==> src/rtl/fir_dac_tx_pkg.sv <==
// Shared frame geometry, FSM encoding and frame packing for the fir_dac_tx DAC serialiser.
package fir_dac_tx_pkg;

    localparam int FRAME_BITS  = 16;
    localparam int CMD_BITS    = 4;
    localparam int SAMPLE_SLOT = FRAME_BITS - CMD_BITS;

    typedef enum logic [1:0] {
        ST_IDLE,
        ST_SHIFT,
        ST_GAP
    } state_t;

    // sample_aligned is already MSB-justified in the 12-bit slot, pad bits zero
    function automatic logic [FRAME_BITS-1:0] make_frame(
        input logic [CMD_BITS-1:0]    cmd_nibble,
        input logic [SAMPLE_SLOT-1:0] sample_aligned
    );
        return {cmd_nibble, sample_aligned};
    endfunction

endpackage

==> src/rtl/fir_dac_tx_if.sv <==
// Sample strobe from the fir plus the SPI DAC pins, grouped as one bus.
interface fir_dac_tx_if #(
    parameter int width = 10
) ();

    logic [width-1:0] data_in;
    logic             data_good;
    logic             sclk;
    logic             cs_n;
    logic             mosi;

    modport master (
        output data_in, data_good,
        input  sclk, cs_n, mosi
    );

    modport slave (
        input  data_in, data_good,
        output sclk, cs_n, mosi
    );

endinterface

==> src/rtl/fir_dac_tx_spi_bit_timer.sv <==
// SCLK phase timer: clk_div cycles per half-period, reloaded whenever the serialiser is idle.
module spi_bit_timer #(
    parameter int clk_div = 4
) (
    input  logic clock,
    input  logic reset,
    input  logic run,
    input  logic hold_low,
    output logic sclk,
    output logic phase_end,
    output logic bit_done
);

    localparam int CW = (clk_div > 1) ? $clog2(clk_div) : 1;
    localparam logic [CW-1:0] RELOAD = CW'(clk_div - 1);

    logic [CW-1:0] cnt;
    logic          half;

    // hold_low keeps sclk parked low so the same counter times the inter-frame gap
    always_ff @(posedge clock) begin
        if (!reset || !run) begin
            cnt  <= RELOAD;
            half <= 1'b0;
        end else if (cnt == '0) begin
            cnt <= RELOAD;
            if (!hold_low) half <= ~half;
        end else begin
            cnt <= cnt - 1'b1;
        end
    end

    assign sclk      = half;
    assign phase_end = run && (cnt == '0);
    assign bit_done  = phase_end && half;

endmodule

==> src/rtl/fir_dac_tx.sv <==
// Serialises fir output samples into 16-bit SPI DAC frames with a one-deep pending slot.
//   state    | meaning
//   ST_IDLE  | cs_n high, waiting for data_good
//   ST_SHIFT | cs_n low, 16 bits shifted MSB first
//   ST_GAP   | cs_n high for clk_div cycles before the next frame
module fir_dac_tx
    import fir_dac_tx_pkg::*;
#(
    parameter int                  width   = 10,
    parameter int                  clk_div = 4,
    parameter logic [CMD_BITS-1:0] cmd     = 4'b0011
) (
    input  logic          clock,
    input  logic          reset,
    fir_dac_tx_if.slave   bus,
    output logic          busy,
    output logic          overrun
);

    localparam int BCW = $clog2(FRAME_BITS);

    state_t                state;
    logic [FRAME_BITS-1:0] shreg;
    logic [FRAME_BITS-1:0] pend_word;
    logic [FRAME_BITS-1:0] new_word;
    logic [FRAME_BITS-1:0] start_word;
    logic [BCW-1:0]        bit_cnt;
    logic                  pend_valid;
    logic                  cs_n_q;
    logic                  mosi_q;
    logic                  sclk;
    logic                  phase_end;
    logic                  bit_done;
    logic                  gap_end;
    logic                  start_direct;
    logic                  start_pend;
    logic                  start;
    logic                  capture;

    spi_bit_timer #(.clk_div(clk_div)) u_timer (
        .clock     (clock),
        .reset     (reset),
        .run       (state != ST_IDLE),
        .hold_low  (state == ST_GAP),
        .sclk      (sclk),
        .phase_end (phase_end),
        .bit_done  (bit_done)
    );

    assign new_word   = make_frame(cmd, SAMPLE_SLOT'(bus.data_in) << (SAMPLE_SLOT - width));
    assign gap_end    = (state == ST_GAP) && phase_end;

    // A strobe on the last gap cycle with nothing queued chains straight into the next frame
    assign start_direct = bus.data_good && ((state == ST_IDLE) || (gap_end && !pend_valid));
    assign start_pend   = gap_end && pend_valid;
    assign start        = start_direct || start_pend;
    assign start_word   = start_pend ? pend_word : new_word;
    assign capture      = bus.data_good && (state != ST_IDLE) && !start_direct;

    always_ff @(posedge clock) begin
        if (!reset) begin
            state      <= ST_IDLE;
            shreg      <= '0;
            bit_cnt    <= '0;
            pend_valid <= 1'b0;
            pend_word  <= '0;
            cs_n_q     <= 1'b1;
            mosi_q     <= 1'b0;
            busy       <= 1'b0;
            overrun    <= 1'b0;
        end else begin
            if (start) begin
                state   <= ST_SHIFT;
                shreg   <= start_word;
                mosi_q  <= start_word[FRAME_BITS-1];
                cs_n_q  <= 1'b0;
                busy    <= 1'b1;
                bit_cnt <= '0;
            end else if (state == ST_SHIFT && bit_done) begin
                if (bit_cnt == BCW'(FRAME_BITS - 1)) begin
                    state  <= ST_GAP;
                    cs_n_q <= 1'b1;
                    mosi_q <= 1'b0;
                end else begin
                    bit_cnt <= bit_cnt + 1'b1;
                    shreg   <= {shreg[FRAME_BITS-2:0], 1'b0};
                    mosi_q  <= shreg[FRAME_BITS-2];
                end
            end else if (gap_end) begin
                state <= ST_IDLE;
                busy  <= 1'b0;
            end

            if (start_pend) pend_valid <= 1'b0;

            // the slot freed by start_pend can take a strobe arriving that same cycle
            if (capture) begin
                if (!pend_valid || start_pend) begin
                    pend_valid <= 1'b1;
                    pend_word  <= new_word;
                end else begin
                    overrun <= 1'b1;
                end
            end
        end
    end

    assign bus.sclk = sclk;
    assign bus.cs_n = cs_n_q;
    assign bus.mosi = mosi_q;

endmodule

==> src/flat_wrapper.sv <==
// flat-port wrapper written by rule: the top's interface ports become plain ports
module fir_dac_tx_flat import fir_dac_tx_pkg::*;
#(
    parameter int                  width   = 10,
    parameter int                  clk_div = 4,
    parameter logic [CMD_BITS-1:0] cmd     = 4'b0011
)
  (clock, reset, busy, overrun, bus_data_in, bus_data_good, bus_sclk, bus_cs_n, bus_mosi);
  fir_dac_tx_if #(.width(width)) bus_i ();
  input  logic clock;
  input  logic reset;
  output logic busy;
  output logic overrun;
  input wire logic [$bits(bus_i.data_in)-1:0] bus_data_in;
  input wire logic [$bits(bus_i.data_good)-1:0] bus_data_good;
  output wire logic [$bits(bus_i.sclk)-1:0] bus_sclk;
  output wire logic [$bits(bus_i.cs_n)-1:0] bus_cs_n;
  output wire logic [$bits(bus_i.mosi)-1:0] bus_mosi;
  assign bus_i.data_in = bus_data_in;
  assign bus_i.data_good = bus_data_good;
  assign bus_sclk = bus_i.sclk;
  assign bus_cs_n = bus_i.cs_n;
  assign bus_mosi = bus_i.mosi;
  fir_dac_tx #(.width(width), .clk_div(clk_div), .cmd(cmd)) u_core (.clock(clock), .reset(reset), .bus(bus_i), .busy(busy), .overrun(overrun));
endmodule
==> config.mk <==
export PLATFORM = sky130hd
export DESIGN_NAME = fir_dac_tx_flat
export DESIGN_NICKNAME = d
export VERILOG_FILES = /design/src/rtl/fir_dac_tx_pkg.sv /design/src/rtl/fir_dac_tx_if.sv /design/src/rtl/fir_dac_tx_spi_bit_timer.sv /design/src/rtl/fir_dac_tx.sv /design/src/flat_wrapper.sv
export SDC_FILE = /design/constraint.sdc
export NUM_CORES = 1
export LEC_CHECK = 0
export CORE_MARGIN = 8
export CORE_UTILIZATION = 45
export CTS_BUF_LIST = sky130_fd_sc_hd__clkbuf_8 sky130_fd_sc_hd__clkbuf_16
export DETAILED_ROUTE_END_ITERATION = 8
export MAX_ROUTING_LAYER = met4
export PLACE_DENSITY_LB_ADDON = 0.12
export SLEW_MARGIN = 0
export SYNTH_ARGS = -nofsm -noshare
export SYNTH_HDL_FRONTEND = slang
export SYNTH_SLANG_ARGS = --single-unit
export TNS_END_PERCENT = 50
==> constraint.sdc <==
create_clock -name clock -period 5.5 [get_ports clock]
set_input_delay 1.1 -clock clock [delete_from_list [all_inputs] [get_ports clock]]
set_output_delay 1.1 -clock clock [all_outputs]
set_load 0.05 [all_outputs]
* Word-level counts from Yosys, hierarchy flattened *
Cells that the tools add are included.

storage, ports and cells
  flip-flop bits (word level) = 40
  input bits = 13
  output and inout port bits = 5
  logic and storage cells = 82

operators by class
  add/subtract/negate cells = 2
  equal/unequal tests = 7
  mux-type cells = 20
  bitwise operators = 5
  reductions and logical operators = 36

operators by type and width
  operator                                               number
  2-to-1 mux 15 bit                                      3
  AND reduction 2 bit                                    9
  2-to-1 mux 14 bit                                      1
  2-to-1 mux 1 bit                                       13
  nonzero test 2 bit                                     5
  logical AND 1 bit                                      9
  2-to-1 mux 2 bit                                       3
  NOT 1 bit                                              5
  adder 4 x 1 -> 4 bit, second input constant            1
  equality test 4 bit, second input constant             1
  zero test 1 bit                                        4
  zero test 2 bit                                        2
  logical OR 1 bit                                       4
  inequality test 2 x 1 -> 1 bit, second input constant  2
  OR reduction 2 bit                                     2
  inequality test 3 x 2 -> 1 bit, second input constant  1
  nonzero test 3 bit                                     1
  equality test 2 x 1 -> 1 bit, second input constant    1
  equality test 2 bit, second input constant             1
  inequality test 2 bit, second input constant           1
  subtractor 2 x 1 -> 2 bit, second input constant       1

* Logic depth before layout (Yosys ltp) *
  depth in word-level cells = 9
  mapped depth = 9
  depth with buffers taken out = 6

* Modules after synthesis *
Synthesis repeated with hierarchy kept, for this count alone.

second synthesis, totals
  cell total of the unflattened synthesis = 189
  area, all modules = 1,770.4 µm²

modules (own cells, without submodules)
  module         instances  cells an instance  area an instance (µm²)  seq. area each (µm²)
  fir_dac_tx     1          174                1,640.3                 700.7
  spi_bit_timer  1          15                 130.1                   60.1

* Worst setup path before layout *
No wires, ideal clock.

  kind = input -> register
  from = input bus_data_good
  to = register u_core.shreg[10]
  library setup time = 0.115 ns
  arrival time = 1.919 ns
  required time = 5.385 ns
  slack = 3.467 ns
  stages on the path = 5
  path buffers = 1
  cell sequence = a21o_1 > nand3_1 > clkbuf_1 > a21oi_1 > o21a_1

on the way
  cells in the longest elaborated chain, start to end = 4
  elaborated cells between the ends (all ways) = 6
  classes of those cells = eq/ne (1); mux (1); reduce/logical (4)

RTL lines
  item                                                                                   line                source
  start, declared                                                                        flat_wrapper.sv:15  input wire logic [$bits(bus_i.data_good)-1:0] bus_data_good;
  logical AND 1 bit *                                                                    fir_dac_tx.sv:54    assign start_direct = bus.data_good && ((state == ST_IDLE) || (gap_end && !pend_valid));
  logical OR 1 bit *                                                                     fir_dac_tx.sv:56    assign start = start_direct || start_pend;
  inequality test 2 x 1 -> 1 bit (no source line) or nonzero test 2 bit (tied branches)  --
  AND reduction 2 bit (no source line)                                                   --
  end signal, assigned                                                                   fir_dac_tx.sv:74    shreg <= start_word;
  end signal, assigned                                                                   fir_dac_tx.sv:86    shreg <= {shreg[FRAME_BITS-2:0], 1'b0};
  end, declared                                                                          fir_dac_tx.sv:23    logic [FRAME_BITS-1:0] shreg;

Mark *: on every way between the ends. The rest lies on a longest branch, timed or not.
A chain may end at the register's enable or synchronous reset.

* Worst setup path after layout *
  from = register u_core.u_timer.half (netlist: u_core.u_timer.sclk)
  to = output bus_sclk

RTL lines
  item                    line                            source
  start, declared         fir_dac_tx_spi_bit_timer.sv:18  logic half;
  start signal, assigned  fir_dac_tx_spi_bit_timer.sv:27  if (!hold_low) half <= ~half;
  end, declared           flat_wrapper.sv:16              output wire logic [$bits(bus_i.sclk)-1:0] bus_sclk;

No word-level cell between the ends.

==> results.ini <==
[clock_network]
numClockSinks = 38
tritoncts.num_buffers = 5
root_buffer = clkbuf_8
cts-resized-gates = 0
cts_tree = built
insertion_delay_ns = 0.28
clk_path_buf_depth = 2
postCtsSetupBuffers = 0
clock_transition_at_the_register_clock_pins_on_the_worst_setup_and_hold_paths_after_cts_ns = 0.07
postCtsHoldBufs = 0
cts-htree-levels = 2

[timing]
clock-skew-final_ns = 0.00522
min_period_over_period_pct = 47.4
postLayoutSetupSlackWorst_ns = 2.89
max_freq_ghz = 0.384
slew_violations = 0
tightestPinTransition_ns = 0.970
setup_viol = 0
slew-limit-headroom_pct = 35.1
final-hold-violation-count = 0
rsz0062_at_grt = no
totalNegativeSetupSlack_ns = 0
finalWorstPathRequiredPeriod_ns = 2.61

[die]
initial_core_util_pct = 47.0
core_area_um2 = 3690
ioPinCount = 18
die-width_um = 78.1
placement_rows = 22
die_height_um = 78.1
floorplan.die_area_um2 = 6090

[drt]
drt-total-wl_mm = 3.24
via_per_inst = 5.31
drtPass1Iterations = 4
detail_route.wl_per_cell_um = 13.2
drcViolationCount = 0
first_iter_violations = 69
route.antenna.remaining_nets = 0
vias_after_detailed_routing = 1306

[layout]
layout-drive-gt1-share_pct = 5.56
area.growth.synth_to_final_pct = 12.7
total_inserted_antenna_cells = 0
fill_cells = 358
num-nets-final = 213

[synthesis]
postSynthRegisterBits = 38
synthDominantCellAreaShare_pct = 43.9
async_flop_share_pct = 0
leading_area_contributor_after_synthesis = dfxtp_1
netlist_instances = 186
syn-cell-area_um2 = 1730
post_synth.cell_area_avg_um2 = 9.32
ys_seq_area_share_pct = 43.9
syn-num-nets = 201
number_of_enable_flip_flop_cells_after_synthesis = 0
yosys_most_used_dff = dfxtp_1
synth_cell_types = 39
synth.yosys.warnings = 0
post_synth_main_area_contributors = dfxtp_1 44%, mux2i_1 6.9%, nand2_1 5.8%, nor2b_1 4.7%, a22o_1 4.5%

[grt]
largest_net_degree_at_the_start_of_global_routing = 33
grt.total_usage_pct = 11.0
antenna_found_initial = 0
grt_first_pass_wirelength_mm = 5.38
vias_in_the_first_global_route = 1196
total_global_routing_overflow = 0

[hold_path]
worst_hold_path_type = reg -> reg
hold-path-endpoint = u_core.u_timer.cnt[0]
holdCritStartpoint = u_core.u_timer.cnt[0]
timing.hold.worst_path_depth = 1

[placed_design]
final_weighted_congestion_of_routability_driven_global_placement = 0.758
dp.final_hpwl_mm = 2.30
port-buffer-count = 17
pre_cts_slack_ns = 2.59

[worst_setup_path]
worstPathCellList = clkdlybuf4s50_1
timing.critical_path.slowest_stage_cell = clkdlybuf4s50_1
crit_path_max_incr_delay_ns = 0.83
critical_path_class = reg -> out
timing.critical_path.fanout_max = 5
critPathRequiredTime_ns = 4.40
worstReg2RegStart = u_core.u_timer.cnt[0]
timing.reg2reg.setup_slack_ns = 3.51
crit_family = buffers and inverters
worstPathArrival_ns = 1.51
worst-path-buf-inv = 1
reg2reg_to = u_core.bit_cnt[2]
critPathCaptureType = output pin
worstRegToRegCells = 6
crit_path_start_kind = flip-flop

[power]
power_per_cell_area_nw_per_um2 = 267
fraction_of_power_consumed_by_the_clock_network_pct = 31.9
pwr-share-seq_pct = 56.7
comb_power_share_pct = 11.4
internal-power_uw = 401
power.leakage_uw = 0.000822
netSwitchingFraction_pct = 23.2
power.ir.vdd_worst_v = 0.000186
netSwitchingPower_uw = 121

[run_status]
outcome = completed

[flow_run]
timing.max_cap.violations = 0

final cells by class:
class | instances | area, µm² | area share (%)
timing repair buffer | 18 | 178 | 9.10
inverter | 5 | 18.8 | 0.961
sequential | 38 | 761 | 38.9
multi-input combinational | 130 | 860 | 44.0
tap | 48 | 60.1 | 3.07
clock inverter | 2 | 7.51 | 0.384
clock buffer | 5 | 68.8 | 3.52
synthesized netlist by cell type (all sizes together), types with 3 or more instances:
cell type and count:
dfxtp 38, nand3 5, buf 9, nor2 6, o21a 9, a22o 9
a21oi 12, nand2 27, nor2b 13, clkbuf 4, mux2i 12, o21ai 3
a21boi 6, a22oi 4, inv 5
state kept, by name, indices dropped and copies added, names as in the netlist, 2 cells and up:
register / count
u_core.shreg: 13
u_core.pend_word: 11
u_core.bit_cnt: 4
u_core.state: 2
u_core.u_timer.cnt: 2
logic make-up (layout without fill, tap and decap cells):
family,after synthesis,after routing,share of synthesized area (%)
compound gates,50,50,21.1
xor+xnor,3,3,1.52
fa+ha+maj,2,2,1.44
buf+inv,18,30,6.50
flops,38,38,43.9
simple gates,63,63,18.6
mux,12,12,6.93
routing by layer:
layer | vias up | routed length [µm] | GRT usage, %
li1 | 673 | - | -
met1 | 603 | 1560 | 13.4
met2 | 25 | 1450 | 16.2
met3 | 5 | 175 | 3.42
met4 | 0 | 47 | 5.00
met5 | - | 0 | -
power by group through the flow:
| stage | combinational (µW) | sequential (µW) | clock, µW |
|---|---|---|---|
| global placement | 58.7 | 301 | 0 |
| CTS | 60.3 | 296 | 175 |
| global route | 66.2 | 297 | 185 |
| finish | 59.5 | 296 | 167 |
| detailed placement | 60.0 | 302 | 0 |
| floorplan | 39.3 | 303 | 0 |
stage by stage:
| stage | hold slack, ns | cell area (µm²) | util [%] | total power, µW | cells |
|---|---|---|---|---|---|
| floorplan | 0.358 | 1730 | - | 343 | 186 |
| global placement | 0.363 | 1880 | 50.9 | 360 | 239 |
| detailed placement | 0.371 | 1880 | 50.9 | 362 | 239 |
| CTS | 0.387 | 1950 | 53.0 | 531 | 246 |
| global route | 0.408 | 1950 | 53.0 | 549 | 246 |
| finish | 0.383 | 1950 | 53.0 | 522 | 246 |
how the worst max path moves through the flow:
stage,startpoint,end,slack (ns),depth (start not counted)
2_1_floorplan,bus_data_good,u_core.shreg[10],3.47,5
3_3_place_gp,bus_data_good,u_core.bit_cnt[2],2.67,5
6_report,u_core.u_timer.sclk,bus_sclk,2.89,1
5_1_grt,reset,u_core.bit_cnt[2],2.74,3
4_1_cts,u_core.u_timer.sclk,bus_sclk,2.88,1
3_5_place_dp,reset,u_core.bit_cnt[2],2.59,3
cells in the final DEF, fill, tap and decap left out, types with 4 or more instances in the layout:
cell,count
a21boi_1,5
a21oi_1,12
a22o_1,9
a22oi_1,4
clkbuf_8,5
clkdlybuf4s50_1,17
dfxtp_1,38
inv_1,6
mux2i_1,12
nand2_1,27
nand3_1,5
nor2_1,6
nor2b_1,13
o21a_1,9
(Power assumes the default switching activity.)
==> patch 1: new RTL, same flow settings <==
Register the output `overrun` once more, with the module's reset; this adds one clock of latency there. The other outputs are not delayed to match.
--- a/src/rtl/fir_dac_tx.sv
+++ b/src/rtl/fir_dac_tx.sv
@@ -19,4 +19,6 @@
 
     localparam int BCW = $clog2(FRAME_BITS);
+
+    logic overrun_s0;
 
     state_t                state;
@@ -68,5 +70,5 @@
             mosi_q     <= 1'b0;
             busy       <= 1'b0;
-            overrun    <= 1'b0;
+            overrun_s0 <= 1'b0;
         end else begin
             if (start) begin
@@ -100,5 +102,5 @@
                     pend_word  <= new_word;
                 end else begin
-                    overrun <= 1'b1;
+                    overrun_s0 <= 1'b1;
                 end
             end
@@ -110,4 +112,12 @@
     assign bus.mosi = mosi_q;
 
+    always_ff @(posedge clock) begin
+        if (!reset) begin
+            overrun <= '0;
+        end else begin
+            overrun <= overrun_s0;
+        end
+    end
+
 endmodule
 
Function: changed (Yosys sat finds a counterexample within 4 cycles, from zero or initial values and one cycle with reset low).
==> patch 1 against the unedited design <==
Routed wire length rose by 5.3%; synthesized area did not move; power rose by 8.4%; design area rose by 2.5%; maximum frequency fell by 1.9%; sequential cell count rose by 1; hold slack improved by 0.0018 ns; setup slack got worse by 0.051 ns.
==> patch 1: results <==
[run_status]
status = "completed"

[timing]
tightest_slew_ns = 0.997
setup_viol = 0
finalMaxSlewViolations = 0
finClkSkew_ns = 0.00525

[grt]
use_met2_pct = 17.8
grt.total_usage_pct = 12.0
use_met3_pct = 4.44
grt_util_met1_pct = 14.7
grt_pass1_wl_mm = 5.82
grt_max_degree = 45

[logic_synthesis]
synthTopCellsByArea = "dfxtp_1, mux2i_1, nand3_1"
ys_types = 37
async_flop_share_pct = 0
synth.area.mux_share_pct = 12.1
synth_xor_xnor_area_share_pct = 1.52
synth_common_cells = "dfxtp_1, nand3_1, mux2i_1"
ys_warn_count = 0
ys_seq_area_share_pct = 45.1
synth_nets = 197
synth_compound_area_share_pct = 13.3
synth_fa_ha_area_share_pct = 1.44

[clocking]
cts_setup_buffers = 0
cts.clk_slew.worst_paths_ns = 0.07
h-tree-depth = 2
cts_buffers = 5

[final_layout]
drive_gt1_share_pct = 5.61
diodes = 0
num-fill-cells = 359
final_nets = 210

[place]
globalplace.congestion = 0.696
dpl_worst_slack_ns = 2.55
dpl.hpwl_mm = 2.31
io_buffers = 17

[route]
drt-pass1-iter-count = 4
wl_per_cell_um = 14.0
drtIter0Drc = 89
detail_route.drc_violations = 0
viasPerCell = 5.39

[pwr]
ir_worst_vdd_mv = 0.178
leakagePower_uw = 0.000871

[worst_setup_path]
crit_fanout = 13
critPathArrivalTime_ns = 2.86
patch 1: routing by layer:
layer / vias to the layer above / routed length [µm]
li1: 672 / -
met1: 620 / 1730
met2: 17 / 1530
met3: 5 / 110
met4: 0 / 42
met5: - / 0
patch 1: worst paths after layout:
kind	end	slack (ns)	cells past startpoint	from
setup / recovery	u_core.shreg[7]$_SDFFE_PN0P_	2.84	5	bus_data_good
hold / removal	u_core.u_timer.cnt[0]$_SDFF_PP1_	0.38	1	u_core.u_timer.cnt[0]$_SDFF_PP1_
setup reg to reg	u_core.shreg[2]$_SDFFE_PN0P_	3.34	6	u_core.u_timer.cnt[0]$_SDFF_PP1_
hold reg to reg	u_core.u_timer.cnt[0]$_SDFF_PP1_	0.38	1	u_core.u_timer.cnt[0]$_SDFF_PP1_
patch 1: where the power goes:
group / internal [µW] / switching, µW
clock: 113 / 93.3
combinational: 26.7 / 29.8
sequential: 296 / 8.13
patch 1: cell type report:
| type | count | share of cell area, % |
|---|---|---|
| repair buffers | 19 | 9.25 |
| clock buffers | 7 | 4.81 |
| multi-input cells | 125 | 42.8 |
| flip-flops and latches | 39 | 39.0 |
| well taps | 48 | 3.00 |
| clock inverters | 1 | 0.188 |
| inverters | 5 | 0.938 |
patch 1: worst max-delay path: stages:
cell and delay (ns):
clkdlybuf4s50_1 0.49, a21o_1 0.21, a32oi_1 0.76, nand3_1 0.17, o211ai_1 0.13
patch 1: per-stage QoR:
step                std cells  cell area (µm²)
CTS                       244             2000
detailed placement        236             1900
floorplan                 182             1730
finish                    244             2000
global placement          236             1900
global route              244             2000
==> patch 2: new RTL, same settings <==
Without the edit above. `width` is set to 10 in 3 places; all go to 20.
--- a/src/rtl/fir_dac_tx_if.sv
+++ b/src/rtl/fir_dac_tx_if.sv
@@ -1,5 +1,5 @@
 // Sample strobe from the fir plus the SPI DAC pins, grouped as one bus.
 interface fir_dac_tx_if #(
-    parameter int width = 10
+    parameter int width = 20
 ) ();
 
--- a/src/rtl/fir_dac_tx.sv
+++ b/src/rtl/fir_dac_tx.sv
@@ -7,5 +7,5 @@
     import fir_dac_tx_pkg::*;
 #(
-    parameter int                  width   = 10,
+    parameter int                  width   = 20,
     parameter int                  clk_div = 4,
     parameter logic [CMD_BITS-1:0] cmd     = 4'b0011
--- a/src/flat_wrapper.sv
+++ b/src/flat_wrapper.sv
@@ -2,5 +2,5 @@
 module fir_dac_tx_flat import fir_dac_tx_pkg::*;
 #(
-    parameter int                  width   = 10,
+    parameter int                  width   = 20,
     parameter int                  clk_div = 4,
     parameter logic [CMD_BITS-1:0] cmd     = 4'b0011
Ports: changed (resized bus_data_in); port bits go from 18 to 28. No check against the original RTL was run, so the function may have changed too.
==> patch 2 against the unedited design <==
Clock power is 37% lower; synthesized area is 54% lower; design area is 53% lower; routed wire length is 57% lower; power is 49% lower; sequential cell count is 20 lower; maximum frequency is 0.62% higher; hold slack better by 0.0018 ns; non-clock buffer count is 11 lower; setup slack better by 0.016 ns; utilization is 1.4 points higher; critical path type unchanged; largest cell class unchanged; largest power group unchanged.
==> patch 2: results <==
[run_status]
status = "completed"

[final_layout]
clk_share_pct = 5.99
num-fill-cells = 168
drive_gt1_share_pct = 9.90
multiInputGateArea_um2 = 393
nonClkBufAreaFrac_pct = 7.63
nClkBuffers = 4
seq_share_pct = 39.2
final_nets = 127
num-nonclk-buffers = 7
diodes = 0

[pwr]
p_comb_share_pct = 8.5
leakagePower_uw = 0.000355
seqPwrFrac_pct = 52.2
ir_worst_vdd_mv = 0.163
netSwitchingPower_uw = 59.4

[place]
globalplace.congestion = 0.797
io_buffers = 7
dpl.hpwl_mm = 1.00
dp.cells = 114

[clocking]
cts_buffers = 3
worstSkewPairLatency_ns = 0.25
root_buffer = "clkbuf_8"
h-tree-depth = 1

[route]
drtIter0Drc = 5
viasPerCell = 5.22
drt-total-wl_mm = 1.38
drt-pass1-iter-count = 3

[grt]
grt_pass1_wl_mm = 2.44
grt_max_degree = 14
grt.total_usage_pct = 9.50

[logic_synthesis]
synth_fa_ha_area_share_pct = 3.13
ys_seq_area_share_pct = 45.1
synth_common_cells = "dfxtp_1, a21oi_1, nand2_1"
synth_top_area_share_pct = 45.1
syn_inst = 94
synth_compound_area_share_pct = 17.9
ys_types = 31
synth-seq-cells = 18
synth.area.mux_share_pct = 1.25

[timing]
slew-limit-headroom_pct = 66.7

[worst_setup_path]
crit_slowest_cell = "clkdlybuf4s50_1"
patch 2: stage by stage:
stage / total power (µW) / setup WS [ns] / hold slack [ns] / area, µm² / util (%)
2_1_floorplan: 158 / 3.69 / 0.358 / 798 / -
6_report: 267 / 2.91 / 0.385 / 918 / 54.4
5_1_grt: 280 / 2.88 / 0.411 / 918 / 54.4
3_3_place_gp: 165 / 2.97 / 0.368 / 863 / 51.1
4_1_cts: 272 / 2.91 / 0.386 / 918 / 54.4
3_5_place_dp: 165 / 2.98 / 0.371 / 863 / 51.1
patch 2: kinds of logic after synthesis:
family / Yosys count
AO/OA/AOI/OAI: 25
XOR/XNOR: 2
adder cells (fa/ha/maj): 2
buffers and inverters: 9
flip-flops: 18
multiplexers: 1
AND/OR/NAND/NOR: 37
patch 2: layer usage:
layer | global-route usage [%] | part of all wire (%)
met4 | 5.24 | 1.5
met3 | 2.87 | 2.9
met5 | - | 0
met2 | 14.2 | 44
met1 | 11.1 | 52
